File: config.mk
export PLATFORM = sky130hd
export DESIGN_NAME = boot_sequencer
export DESIGN_NICKNAME = d
export VERILOG_FILES = /design/src/rtl/boot_pkg.sv /design/src/rtl/byte_assembler.sv /design/src/rtl/boot_sequencer.sv
export SDC_FILE = /design/constraint.sdc
export NUM_CORES = 1
export LEC_CHECK = 0
export BUFFER_PORTS_ARGS = -buffer_cell sky130_fd_sc_hd__buf_4
export CAP_MARGIN = 20
export CORE_MARGIN = 2
export CORE_UTILIZATION = 55
export DETAILED_ROUTE_END_ITERATION = 6
export GPL_TIMING_DRIVEN = 0
export PLACE_DENSITY = 0.85
export RECOVER_POWER = 50
export SYNTH_ARGS = -nofsm -noshare
export SYNTH_HDL_FRONTEND = slang
export SYNTH_SLANG_ARGS = --single-unit
File: constraint.sdc
create_clock -name CLK -period 2.48 [get_ports CLK]
set_input_delay 0.248 -clock CLK [delete_from_list [all_inputs] [get_ports CLK]]
set_output_delay 0.248 -clock CLK [all_outputs]
set_load 0.005 [all_outputs]
File: src/rtl/boot_pkg.sv
// Shared types for the boot sequencer: FSM state encoding, LED status codes, word geometry.
// No logic; constants only.
// Imported by boot_sequencer and byte_assembler.
package boot_pkg;

  localparam int WORD_BYTES = 4;

  typedef enum logic [2:0] {
    ST_IDLE,
    ST_LOAD,
    ST_CKSUM,
    ST_FLUSH,
    ST_RUN
  } boot_state_t;

  // One-hot LED codes; CKSUM lights both LOAD and FLUSH LEDs
  localparam logic [3:0] STATUS_IDLE  = 4'b0001;
  localparam logic [3:0] STATUS_LOAD  = 4'b0010;
  localparam logic [3:0] STATUS_CKSUM = 4'b0110;
  localparam logic [3:0] STATUS_FLUSH = 4'b0100;
  localparam logic [3:0] STATUS_RUN   = 4'b1000;

endpackage

File: src/rtl/byte_assembler.sv
// Packs UART bytes big-endian into 32-bit words (first byte -> word[31:24]).
// Latency: word/word_valid are combinational in the cycle of the 4th byte.
// No backpressure: every rx_valid byte is taken; clear drops any partial word.
module byte_assembler
  import boot_pkg::*;
(
  input  logic        CLK,
  input  logic        reset,
  input  logic        clear,
  input  logic [7:0]  rx_data,
  input  logic        rx_valid,
  output logic [31:0] word,
  output logic        word_valid
);

  localparam logic [1:0] LAST_BYTE = 2'(WORD_BYTES - 1);

  logic [1:0]  byte_cnt;
  logic [23:0] shift_q;

  // Hold the first three bytes; counter wraps 3->0 as the word completes
  always_ff @(posedge CLK) begin
    if (reset || clear) begin
      byte_cnt <= '0;
      shift_q  <= '0;
    end else if (rx_valid) begin
      byte_cnt <= byte_cnt + 2'd1;
      shift_q  <= {shift_q[15:0], rx_data};
    end
  end

  assign word       = {shift_q, rx_data};
  assign word_valid = rx_valid && (byte_cnt == LAST_BYTE);

endmodule

File: src/rtl/boot_sequencer.sv
// Owns program load and run control: UART bytes -> imem words from addr 0, then flush, then run.
// Latency: imem write one cycle after the 4th byte; cpu_reset drops FLUSH_CYCLES cycles after FLUSH entry.
// Backpressure: none on UART; optional checksum byte (BOOT_CHECKSUM_EN) is held until tx_ready.
module boot_sequencer
  import boot_pkg::*;
#(
  parameter int INST_MEM_WIDTH = 2,
  parameter int FLUSH_CYCLES   = 5   // must be >= 1
) (
  input  logic                      CLK,
  input  logic                      reset,
  input  logic [7:0]                rx_data,
  input  logic                      rx_valid,
  input  logic                      load_start,
  input  logic                      load_end,
  input  logic                      tx_ready,
  output logic                      imem_we,
  output logic [INST_MEM_WIDTH-1:0] imem_addr,
  output logic [31:0]               imem_wdata,
  output logic                      cpu_reset,
  output logic                      cpu_run,
  output logic [INST_MEM_WIDTH:0]   word_count,
  output logic                      overflow,
  output logic [7:0]                tx_data,
  output logic                      tx_valid,
  output logic [3:0]                status
);

  localparam int FW = $clog2(FLUSH_CYCLES + 1);
  localparam logic [FW-1:0]             FLUSH_LAST = FW'(FLUSH_CYCLES - 1);
  localparam logic [FW-1:0]             FLUSH_ONE  = FW'(1);
  localparam logic [INST_MEM_WIDTH:0]   MEM_DEPTH  = {1'b1, {INST_MEM_WIDTH{1'b0}}};
  localparam logic [INST_MEM_WIDTH:0]   WC_ONE     = (INST_MEM_WIDTH + 1)'(1);

  boot_state_t   state;
  logic [FW-1:0] flush_cnt;
  logic          byte_acc;
  logic [31:0]   asm_word;
  logic          asm_word_valid;

  // Bytes only count while loading; leaving LOAD drops any partial word
  assign byte_acc = rx_valid && (state == ST_LOAD);

  byte_assembler u_asm (
    .CLK        (CLK),
    .reset      (reset),
    .clear      (state != ST_LOAD),
    .rx_data    (rx_data),
    .rx_valid   (byte_acc),
    .word       (asm_word),
    .word_valid (asm_word_valid)
  );

`ifdef BOOT_CHECKSUM_EN
  logic [7:0] cksum;
`else
  logic unused_tx_ready;
  assign unused_tx_ready = tx_ready;
  assign tx_data  = 8'h00;
  assign tx_valid = 1'b0;
`endif

  // Run-control FSM with the write port, counters and status all registered together
  always_ff @(posedge CLK) begin
    if (reset) begin
      state      <= ST_IDLE;
      status     <= STATUS_IDLE;
      cpu_reset  <= 1'b1;
      cpu_run    <= 1'b0;
      imem_we    <= 1'b0;
      imem_addr  <= '0;
      imem_wdata <= '0;
      word_count <= '0;
      overflow   <= 1'b0;
      flush_cnt  <= '0;
`ifdef BOOT_CHECKSUM_EN
      cksum      <= '0;
      tx_data    <= '0;
      tx_valid   <= 1'b0;
`endif
    end else begin
      imem_we <= 1'b0;
      case (state)
        ST_IDLE, ST_RUN: begin
          if (load_start) begin
            state      <= ST_LOAD;
            status     <= STATUS_LOAD;
            cpu_reset  <= 1'b1;
            cpu_run    <= 1'b0;
            word_count <= '0;
            overflow   <= 1'b0;
`ifdef BOOT_CHECKSUM_EN
            cksum      <= '0;
`endif
          end
        end
        ST_LOAD: begin
          // A completed word is written even if load_end arrives in the same cycle
          if (asm_word_valid) begin
            if (word_count == MEM_DEPTH) begin
              overflow <= 1'b1;
            end else begin
              imem_we    <= 1'b1;
              imem_addr  <= word_count[INST_MEM_WIDTH-1:0];
              imem_wdata <= asm_word;
              word_count <= word_count + WC_ONE;
            end
          end
`ifdef BOOT_CHECKSUM_EN
          if (byte_acc) begin
            cksum <= cksum + rx_data;
          end
`endif
          if (load_end) begin
`ifdef BOOT_CHECKSUM_EN
            state    <= ST_CKSUM;
            status   <= STATUS_CKSUM;
            tx_valid <= 1'b1;
            tx_data  <= byte_acc ? cksum + rx_data : cksum;
`else
            state     <= ST_FLUSH;
            status    <= STATUS_FLUSH;
            flush_cnt <= '0;
`endif
          end
        end
`ifdef BOOT_CHECKSUM_EN
        ST_CKSUM: begin
          if (tx_ready) begin
            tx_valid  <= 1'b0;
            state     <= ST_FLUSH;
            status    <= STATUS_FLUSH;
            flush_cnt <= '0;
          end
        end
`endif
        ST_FLUSH: begin
          if (flush_cnt == FLUSH_LAST) begin
            state     <= ST_RUN;
            status    <= STATUS_RUN;
            cpu_reset <= 1'b0;
            cpu_run   <= 1'b1;
          end else begin
            flush_cnt <= flush_cnt + FLUSH_ONE;
          end
        end
        default: begin
          state     <= ST_IDLE;
          status    <= STATUS_IDLE;
          cpu_reset <= 1'b1;
          cpu_run   <= 1'b0;
        end
      endcase
    end
  end

endmodule
* After elaboration in Yosys (flattened, before gate mapping)
Cells that the tools add are included.
** Operators by class
- $add $sub $neg :: 3
- Equality and inequality tests :: 14
- Mux-type cells :: 25
- Bitwise gates (word level) :: 3
- Reductions and logical operators :: 14
** Operator list (number)
- $mux 3 :: 8
- $mux 4 :: 3
- $ne 2x2->1 const B :: 6
- $pmux 3 s2 :: 2
- $pmux 4 s3 :: 1
- $reduce_and 3->1 :: 4
- $eq 3x3->1 const B :: 3
- $pmux 3 s3 :: 1
- $reduce_and 4->1 :: 2
- $mux 1 :: 7
- $add 3x1->3 const B :: 2
- $pmux 1 s3 :: 2
- $reduce_bool 2->1 :: 2
- $eq 3x1->1 const B :: 1
- $eq 3x2->1 const B :: 1
- $logic_not 3->1 :: 1
- $ne 3x1->1 const B :: 1
- $not 1->1 :: 3
- $reduce_or 3->1 :: 1
- $add 2x1->2 const B :: 1
- $eq 2x2->1 const B :: 1
- $logic_and 1x1->1 :: 2
- $ne 2x1->1 const B :: 1
- $pmux 1 s2 :: 1
- other kinds (2) :: 2
** Word-level totals
- Register bits :: 77

* Logic depth before layout (Yosys ltp)
Gate-level depths: netlist (run 1).
- Depth in word-level cells :: 5
- Gate-level depth with buffers :: 7
- Gate-level depth less buffers :: 5

* Modules after synthesis
A second synthesis (run 1) with hierarchy kept.
** Second synthesis, totals
- Cell total of the unflattened synthesis :: 345
- Area total of the unflattened synthesis :: 3165.5 sq um
** Modules (own cells, without submodules)
- boot_sequencer :: instances 1, cells an instance 250, area each 2125.8 sq um, sequential area each 980.9 sq um
- byte_assembler :: instances 1, cells an instance 95, area each 1039.7 sq um, sequential area each 520.5 sq um

* Worst setup path after synthesis (run 1)
Ideal clock, no wire load.
- Kind :: register to register
- Start :: reg word_count[0]
- End :: reg imem_addr[0]
- Library setup time :: 0.132 ns
- Arrival :: 1.460 ns
- Slack :: 0.888 ns
- Stages on the path, launching flop included :: 8
- Path buffers :: 2
- Period minus slack after synthesis :: 1.592 ns
- Cell sequence :: dfxtp_1 -> inv_1 -> ha_1 -> and2_1 -> buf_2 -> clkbuf_1 -> o31ai_1 -> a21oi_1
** Between the ends
- Word-level cells in the longest chain between the ends :: 3
** RTL lines
- start: declaration :: line boot_sequencer.sv:22 : output logic [INST_MEM_WIDTH:0] word_count,
- start signal: assignment :: line boot_sequencer.sv:106 : word_count <= word_count + WC_ONE;
- $eq 3x3->1 :: line boot_sequencer.sv:100 : if (word_count == MEM_DEPTH) begin
- $not 1->1 (no source line)
- $reduce_and 3->1 (no source line)
- end signal: assignment :: line boot_sequencer.sv:104 : imem_addr <= word_count[INST_MEM_WIDTH-1:0];
- end: declaration :: line boot_sequencer.sv:18 : output logic [INST_MEM_WIDTH-1:0] imem_addr,
Several ways; a longest one is shown, not always the timed one.
A chain may end at the register's enable or synchronous reset.

==> flow_summary.ini, run 1 <==
[global_routing]
grt_overflow = 0
grtUsageTotal_pct = 25.37
grt_pass1_vias = 2653
grt_max_degree = 12
antenna_found_initial = 0
grt_pass1_wl_mm = 12.66

[critical_path]
timing.critical_path.arrival_ns = 2.37
path_max_fanout = 10
startpoint_type = flip-flop
critPathRequiredTime_ns = 2.76
worstSetupEndpointType = flip-flop
ff2ff_setup_slack_ns = 0.40
worstSetupPathType = flip-flop to flip-flop

[min_path]
hp-class = primary input to flip-flop

[yosys]
synth_edf_count = 0
yosysSeqAreaShare_pct = 46.91
async_flop_share_pct = 0
synthAdderAreaFrac_pct = 1.955
synth.area.mux_share_pct = 7.819
yosysWarnings = 0
synth_flop_cell = dfxtp_1
synth_area_sq_um = 3201
yosys.area_share.xor_xnor_pct = 0.2737
synth_compound_area_share_pct = 18.06
ys_ff_latch = 75
synth.area.top_cells = dfxtp_1 47%, o31ai_1 8.4%, mux2i_1 7.8%, nand4_1 7.4%, a21oi_1 6.3%
synthSimpleGateAreaFrac_pct = 16.26
yosys.area.top_type = dfxtp_1
syn_area_per_cell_sq_um = 9.277
synth_top_family_by_area = compound AO/OA/AOI/OAI gates
syn_inst = 345
synth.distinct_cells = 41
synth_top_area_share_pct = 46.91
synthTopCellsByCount = 75 x dfxtp_1, 40 x a21oi_1, 38 x nand4_1, 36 x o31ai_1, 32 x nor2_1
synthMostInstantiatedCell = dfxtp_1

[layout]
final_cell_area_sq_um = 3876
ff_latch_area_sq_um = 1501
fill_cells = 472
final_cell_count_no_fill = 495
syn_to_final_growth_pct = 21.11
drive_gt1_share_pct = 20.57
antenna_cells = 0
layout.nets = 438
multiInputGateArea_sq_um = 1449

[clock_tree]
clock_sinks = 75
cts_inserted_buffers = 9
clk_pin_slew_ns = 0.08
post_cts_buffers = 0
cts_hold_buf = 0
cts_resized = 0
htreeDepth = 3
clockBufferDepth = 2
cts_tree = built
clk_latency_ns = 0.36
cts_root_buf = clkbuf_8

[drt]
wl_per_cell_um = 15.39
wl_met1_mm = 3.603
dr_wl_met3_um = 461
dr.pass1.iters = 4
wl_mm = 7.616
drtIter0Drc = 226
drt.antenna.violating_nets = 0
via_per_inst = 5.832
wl_met2_mm = 3.448
num_vias = 2887
top_layer = met4
route.detailed.drc = 0

[floorplanning]
die-height_um = 80.29
ioPinCount = 68
initial_core_util_pct = 57.42
die-area_sq_um = 6446
die-width_um = 80.29
coreArea_sq_um = 5574
rows = 27

[timing]
tightest_slew_ns = 0.7435
finalHoldViolations = 0
slew_viol_final = 0
rsz0062_at_grt = no
min_period_ns = 2.084
timing.final.crit_share_pct = 84.03
skew_ns = 0.01071
hold_ws_ns = 0.1401
finalSetupTns_ns = 0
final-setup-viol-count = 0
fmax_mhz = 479.8
slew_headroom_pct = 50.44

[place]
place_congestion = 0.8780
dp.cells = 480
dpl_cell_area_sq_um = 3734
dp_hpwl_mm = 5.470
portBuffers = 55

[outcome]
run_status = finished, final reports clean

[job]
max_cap_violations = 0

[power]
powerDensity_nw_per_um2 = 572.8
leakage_nw = 1.483
ir_worst_vdd_v = 0.0003787
-- cells in the final DEF (no fill, tap or decap), drive strengths merged, types with 2 or more instances in the layout --
master	n
clkinv	3
inv	6
ha	5
a21oi	40
nand4	38
nor2b	2
dfxtp	75
buf	34
o31ai	36
nor2	32
nor3	3
mux2i	25
nand2b	2
nor3b	2
o311ai	2
nand2	5
or3b	2
o21ai	2
clkbuf	79
a31oi	3
conb	9
and2	3
-- state kept, by name, summed over array words and instances, names as in the netlist --
| register | count |
|---|---|
| status | 4 |
| cpu_run | 1 |
| imem_we | 1 |
| imem_addr | 2 |
| overflow | 1 |
| u_asm.shift_q | 24 |
| word_count | 3 |
| cpu_reset | 1 |
| u_asm.byte_cnt | 2 |
| flush_cnt | 3 |
| imem_wdata | 32 |
| state | 1 |
-- critical path: stages, from the launching register on --
cell	delay, ns
dfxtp_1	0.33
clkbuf_1	0.19
nor3b_1	0.64
nand2_1	0.37
clkbuf_1	0.32
nor2_1	0.16
-- layout make-up --
cell class	count	share of cell area, %
Clock inverter	3	0.3873
Multi-Input combinational cell	226	37.38
Inverter	6	0.5810
Sequential cell	75	38.73
Tap cell	72	2.324
Timing Repair Buffer	55	10.36
Buffer	46	6.488
Clock buffer	12	3.744
-- where the power goes --
part	internal, W	total, W	leakage [nW]	switching (W)
clock	0.000380	0.000806	0.0860	0.000425
combinational	0.0000750	0.000187	0.791	0.000112
sequential	0.00122	0.00123	0.605	0.0000115
-- metrics by stage --
| stage | power (W) | worst slack (ns) | util [%] |
|---|---|---|---|
| CTS | 0.002220 | 0.5926 | 69.85 |
| global route | 0.002289 | 0.2408 | 69.54 |
| finish | 0.002220 | 0.3960 | 69.54 |
| global placement | 0.001436 | 0.6510 | 66.98 |
| detailed placement | 0.001440 | 0.6143 | 66.98 |
| floorplan | 0.001385 | 0.8879 | - |
-- layer usage --
layer	vias to the layer above	global-route usage, %
li1	1406	-
met1	1371	35.07
met2	100	38.17
met3	10	7.416
met4	0	7.797
met5	-	0
-- worst paths after layout --
check / start / to / cells past startpoint
min reg2reg: imem_wdata[9]$_SDFFE_PP0P_ / imem_wdata[9]$_SDFFE_PP0P_ / 2
min: rx_data[3] / u_asm.shift_q[3]$_SDFFE_PP0P_ / 3
max: status[2]$_SDFFE_PP0P_ / u_asm.byte_cnt[1]$_SDFFE_PP0P_ / 5
max reg2reg: status[2]$_SDFFE_PP0P_ / u_asm.byte_cnt[1]$_SDFFE_PP0P_ / 5
-- cell families after synthesis --
kind of cell             Yosys count
multiplexers                      25
adder cells (fa/ha/maj)            5
AND/OR/NAND/NOR                   96
other                              1
flip-flops                        75
buffers and inverters             52
AO/OA/AOI/OAI                     90
XOR/XNOR                           1
(Power assumes the default switching activity.)
==> inputs of run 2 (changes only) <==
--- a/config.mk
+++ b/config.mk
@@ -5,13 +5,14 @@
 export SDC_FILE = /design/constraint.sdc
 export NUM_CORES = 1
 export LEC_CHECK = 0
+export ABC_AREA = 1
 export BUFFER_PORTS_ARGS = -buffer_cell sky130_fd_sc_hd__buf_4
 export CAP_MARGIN = 20
 export CORE_MARGIN = 2
-export CORE_UTILIZATION = 55
+export CORE_UTILIZATION = 53
 export DETAILED_ROUTE_END_ITERATION = 6
 export GPL_TIMING_DRIVEN = 0
-export PLACE_DENSITY = 0.85
+export PLACE_DENSITY = 0.83
 export RECOVER_POWER = 50
 export SYNTH_ARGS = -nofsm -noshare
 export SYNTH_HDL_FRONTEND = slang
==> constraint.sdc (replaced) <==
create_clock -name CLK -period 1.94 [get_ports CLK]
set_input_delay 0.194 -clock CLK [delete_from_list [all_inputs] [get_ports CLK]]
set_output_delay 0.194 -clock CLK [all_outputs]
set_load 0.005 [all_outputs]
==> flow_summary.ini, run 2 <==
[critical_path]
ff2ff_setup_slack_ns = 0.31
critPathMaxStageDelay_ns = 0.33
path_cells = inv_1 -> nand2_1 -> nor2_4 -> nand2_1 -> clkbuf_2 -> nor3_1
critPathRequiredTime_ns = 2.20
r2r-start = status[3]$_SDFFE_PP0P_
worstSetupPathType = flip-flop to flip-flop
critPathBufInv = 2
cp_common_cell = nand2_1
cp-startpoint = status[3]$_SDFFE_PP0P_
slowest_stage = dfxtp_1
r2r-end = u_asm.byte_cnt[1]$_SDFFE_PP0P_
path_max_fanout = 10
startpoint_type = flip-flop
reg2reg_depth = 6
critical_path.top_delay_family = simple AND/OR/NAND/NOR gates
timing.critical_path.arrival_ns = 1.88
worstSetupEndpointType = flip-flop
cp.depth = 6

[clock_tree]
cts_inserted_buffers = 9
post_cts_buffers = 0
htreeDepth = 3
clockBufferDepth = 2
clock_sinks = 75
cts_hold_buf = 0
clk_latency_ns = 0.35
cts_resized = 0
cts_tree = built
clk_pin_slew_ns = 0.08
cts_root_buf = clkbuf_8

[timing]
timing.final.crit_share_pct = 83.80
min_period_ns = 1.626
fin_ws_ns = 0.3144
finalHoldViolations = 0
fmax_mhz = 615.1
rsz0062_at_grt = no
final-setup-viol-count = 0
slew_viol_final = 0
skew_ns = 0.009836
finalSetupTns_ns = 0

[layout]
final_cell_mix = 119 x nor2_1, 75 x dfxtp_1, 45 x clkbuf_4
fill_cells = 462
final_common_cell = nor2_1
reg_top3 = imem_wdata x32, u_asm.shift_q x24, status x4
antenna_cells = 0
syn_to_final_growth_pct = 23.48
final_cell_area_sq_um = 3751
post-route-util_pct = 68.12
layout.nets = 473
top_register = imem_wdata
largest_reg_flops = 32
drive_gt1_share_pct = 24.18

[power]
ir_worst_vdd_v = 0.0004859
leakage_nw = 1.608
powerDensity_nw_per_um2 = 804.7

[yosys]
yosysSeqAreaShare_pct = 49.42
synth_edf_count = 0
syn_area_per_cell_sq_um = 8.016
synthMostInstantiatedCell = nor2_1
yosys.area.top_type = dfxtp_1
synth_flop_cell = dfxtp_1
synth.area.top_cells = dfxtp_1 49%, nor2_1 15%, o21ai_0 6.3%, inv_1 3.7%, a211oi_1 3.5%
ys_ff_latch = 75
synth_top_area_share_pct = 49.42
synthTopCellsByCount = 119 x nor2_1, 75 x dfxtp_1, 38 x o21ai_0, 30 x inv_1, 27 x nand2_1
async_flop_share_pct = 0
synth.distinct_cells = 27
yosysWarnings = 0
synth_area_sq_um = 3038
syn_inst = 379

[outcome]
run_status = finished, final reports clean

[min_path]
hp-start = reset
min_to = status[3]$_SDFFE_PP0P_
hp-class = primary input to flip-flop
worstHoldPathCells = 2

[job]
max_cap_violations = 0

[floorplanning]
ioPinCount = 68
initial_core_util_pct = 55.17
die-height_um = 79.71
die-area_sq_um = 6354
coreArea_sq_um = 5507
rows = 27
die-width_um = 79.71

[place]
dp_hpwl_mm = 4.847
dp_slack_ns = 0.3921
place_congestion = 0.8165
dpl_cell_area_sq_um = 3578
portBuffers = 56

[global_routing]
grt_pass1_wl_mm = 10.60
grtUsageTotal_pct = 21.79
grt_pass1_vias = 2392
grt_overflow = 0
antenna_found_initial = 0
grt_max_degree = 13

[drt]
via_per_inst = 4.944
wl_per_cell_um = 11.92
route.detailed.drc = 0
num_vias = 2625
dr.pass1.iters = 4
drtIter0Drc = 216
wl_mm = 6.327
drt.antenna.violating_nets = 0
run 2: cell count changes in the layout (fill, tap and decap cells not counted), sizes merged, moves of 24 or more:
| cell | before | now |
|---|---|---|
| nor2 | 32 | 121 |
| o21ai | 2 | 40 |
| o31ai | 36 | 0 |
| nand4 | 38 | 3 |
| a21oi | 40 | 7 |
| inv | 6 | 32 |
| mux2i | 25 | 0 |
| nand2 | 5 | 29 |
run 2: report_power, final:
| part | total [W] | leakage (nW) | internal [W] | switching [W] |
|---|---|---|---|---|
| registers | 0.00160 | 0.606 | 0.00157 | 0.0000273 |
| logic | 0.000335 | 0.913 | 0.000136 | 0.000199 |
| clock network | 0.00108 | 0.0884 | 0.000530 | 0.000554 |
| total | 0.00302 | 1.61 | 0.00224 | 0.000780 |
run 2: worst register-to-register path: stages, from the launching register on:
cell      delay [ns]
dfxtp_1         0.33
inv_1           0.14
nand2_1         0.13
nor2_4          0.17
nand2_1         0.23
clkbuf_2        0.30
nor3_1          0.24
run 2: cell type report:
class                           count  area [sq um]  area share (%)
Tap cell                           72         90.09           2.402
Inverter                           33         125.1           3.336
Multi-Input combinational cell    251          1229           32.76
Clock buffer                       12         155.1           4.136
Sequential cell                    75          1501           40.03
Timing Repair Buffer               56         420.4           11.21
Clock inverter                      4         25.02          0.6671
Buffer                             28         205.2           5.470
run 2: worst max-delay path by stage:
stage                                           endpoint  slack, ns
after floorplan               word_count[0]$_SDFFE_PP0P_       0.56
after global placement       imem_wdata[19]$_SDFFE_PP0P_       0.39
after detailed placement     imem_wdata[22]$_SDFFE_PP0P_       0.39
after CTS                    imem_wdata[19]$_SDFFE_PP0P_       0.37
after global routing      u_asm.byte_cnt[1]$_SDFFE_PP0P_       0.12
final                     u_asm.byte_cnt[1]$_SDFFE_PP0P_       0.31
run 2: routing by layer:
metal,routed length [um],vias to the layer above,track usage (%)
li1,-,1349,-
met1,2589,1196,24.80
met2,3267,74,38.24
met3,408,6,7.127
met4,62,0,7.241
met5,0,-,0
run 2: per-stage QoR:
stage          hold WS (ns)  total power (W)  cells
5_1_grt             0.03656         0.003158    531
2_1_floorplan        0.2631         0.001868    387
3_3_place_gp         0.4119         0.001963    515
6_report            0.04912         0.003019    531
3_5_place_dp         0.4154         0.001975    515
4_1_cts             0.04321         0.003042    531
run 2: kinds of logic after synthesis:
kind of cell | count (synthesis) | share of synthesized area (%)
AO/OA/AOI/OAI | 64 | 12.07
XOR/XNOR | 1 | 0.2884
adder cells (fa/ha/maj) | 5 | 2.059
buffers and inverters | 61 | 10.95
flip-flops | 75 | 49.42
other | 1 | 0.1234
AND/OR/NAND/NOR | 172 | 25.08
==> inputs of run 3 (changes only) <==
==> constraint.sdc (replaced) <==
create_clock -name CLK -period 1.6 [get_ports CLK]
set_input_delay 0.16 -clock CLK [delete_from_list [all_inputs] [get_ports CLK]]
set_output_delay 0.16 -clock CLK [all_outputs]
set_load 0.005 [all_outputs]
==> flow_summary.ini, run 3 (synthesized netlist as in run 2, its figures left out) <==
[layout]
layout.nets = 473
final_cell_area_sq_um = 3767
drive_gt1_share_pct = 25.71
reg_top3 = imem_wdata x32, u_asm.shift_q x24, status x4
final_common_cell = nor2_1
syn_to_final_growth_pct = 24.01
largest_reg_flops = 32
final_cell_mix = 119 x nor2_1, 73 x dfxtp_1, 42 x clkbuf_4
antenna_cells = 0
top_register = imem_wdata
post-route-util_pct = 68.42

[clock_tree]
htreeDepth = 3
cts_root_buf = clkbuf_8
clk_pin_slew_ns = 0.07
cts_inserted_buffers = 9
clock_sinks = 75
post_cts_buffers = 0
clk_latency_ns = 0.35
clockBufferDepth = 2
cts_tree = built

[power]
p_int_w = 0.002721
switching_power_w = 0.0009503
p_seq_share_pct = 52.9
ir_worst_vdd_v = 0.0005951
clockPowerShare_pct = 35.8
p_total_w = 0.003671
p_comb_share_pct = 11.2
powerDensity_nw_per_um2 = 974.4
leakage_nw = 1.609
switching_share_pct = 25.89

[place]
dpl_cell_area_sq_um = 3578
dp_hpwl_mm = 4.847
place_congestion = 0.8165
dp_slack_ns = 0.05209
portBuffers = 56

[drt]
via_per_inst = 4.972
drt.antenna.violating_nets = 0
num_vias = 2640
route.detailed.drc = 0
wl_per_cell_um = 11.95
drtIter0Drc = 237
dr.pass1.iters = 4
wl_mm = 6.348

[critical_path]
path_max_fanout = 10
timing.critical_path.arrival_ns = 1.72
worstSetupPathType = flip-flop to flip-flop
critPathRequiredTime_ns = 1.83
worstSetupEndpointType = flip-flop
startpoint_type = flip-flop

[global_routing]
grt_max_degree = 13
grt_pass1_vias = 2392
antenna_found_initial = 0
grt_pass1_wl_mm = 10.60
grtUsageTotal_pct = 21.79
grt_overflow = 0

[timing]
timing.final.crit_share_pct = 93.03
skew_ns = 0.008232
slew_viol_final = 0
final-setup-viol-count = 0
fin_ws_ns = 0.1116
finalHoldViolations = 0
rsz0062_at_grt = yes
fmax_mhz = 671.8
min_period_ns = 1.488

[min_path]
hp-class = primary input to flip-flop

[floorplanning]
die-area_sq_um = 6354
coreArea_sq_um = 5507
rows = 27
die-width_um = 79.71
die-height_um = 79.71
initial_core_util_pct = 55.17
ioPinCount = 68

[job]
max_cap_violations = 0

[outcome]
run_status = finished, final reports clean
==> run 3: changes by cell type in the layout (fill, tap and decap cells not counted), moves of 3 or more <==
cell      delta
nand2_1      -3
clkbuf_2     -3
nand2_2      +3
buf_4        +4
clkbuf_4     -3
==> run 3: critical path, stage by stage, from the launching register on <==
cell and delay, ns:
dfxtp_1 0.39, inv_2 0.11, nand3_4 0.13, nor2_4 0.15
nand3_4 0.13, buf_2 0.22, o21ai_0 0.19, nor2_1 0.06
==> run 3: stage by stage <==
step / TNS, ns / instances / hold slack, ns
2_1_floorplan: 0 / 387 / 0.2291
3_5_place_dp: 0 / 515 / 0.3814
3_3_place_gp: 0 / 515 / 0.3779
5_1_grt: -0.03241 / 531 / 0.002560
4_1_cts: 0 / 531 / 0.009207
6_report: 0 / 531 / 0.01592
==> run 3: repair_timing <==
item	in CTS	in global routing
endpoints found under the hold margin	0	0
hold buffers	0	0
gates resized for setup	0	8
setup endpoints to repair	0	32
==> run 3: cell type report <==
class                   count  area (sq um)
clock buffers              12         155.1
flip-flops and latches     75          1504
multi-input cells         251          1240
well taps                  72         90.09
fillers                   457          1739
repair buffers             56         420.4
clock inverters             4         25.02
inverters                  33         125.1
plain buffers              28         207.7
==> run 3: power by group through the flow <==
stage	sequential, W	combinational [W]	clock [W]
after floorplan	0.00198	0.000286	0
after global placement	0.00198	0.000397	0
after detailed placement	0.00199	0.000409	0
after CTS	0.00194	0.000412	0.00134
after global routing	0.00195	0.000469	0.00142
final	0.00194	0.000413	0.00131
==> run 3: routing by layer <==
layer | vias to the layer above | global-route usage (%) | part of all wire (%)
met5 | - | 0 | 0
met1 | 1209 | 24.80 | 41
met3 | 6 | 7.127 | 6.2
li1 | 1344 | - | -
met2 | 81 | 38.24 | 52
met4 | 0 | 7.241 | 0.98
==> run 3: final timing paths <==
check                    startpoint  cells after the start  slack (ns)                          end
max          status[2]$_SDFFE_PP0P_                      7        0.11  imem_wdata[19]$_SDFFE_PP0P_
min                           reset                      2        0.02       status[3]$_SDFFE_PP0P_
max reg2reg  status[2]$_SDFFE_PP0P_                      7        0.11  imem_wdata[19]$_SDFFE_PP0P_
min reg2reg    cpu_run$_SDFFE_PP0P_                      2        0.47         cpu_run$_SDFFE_PP0P_
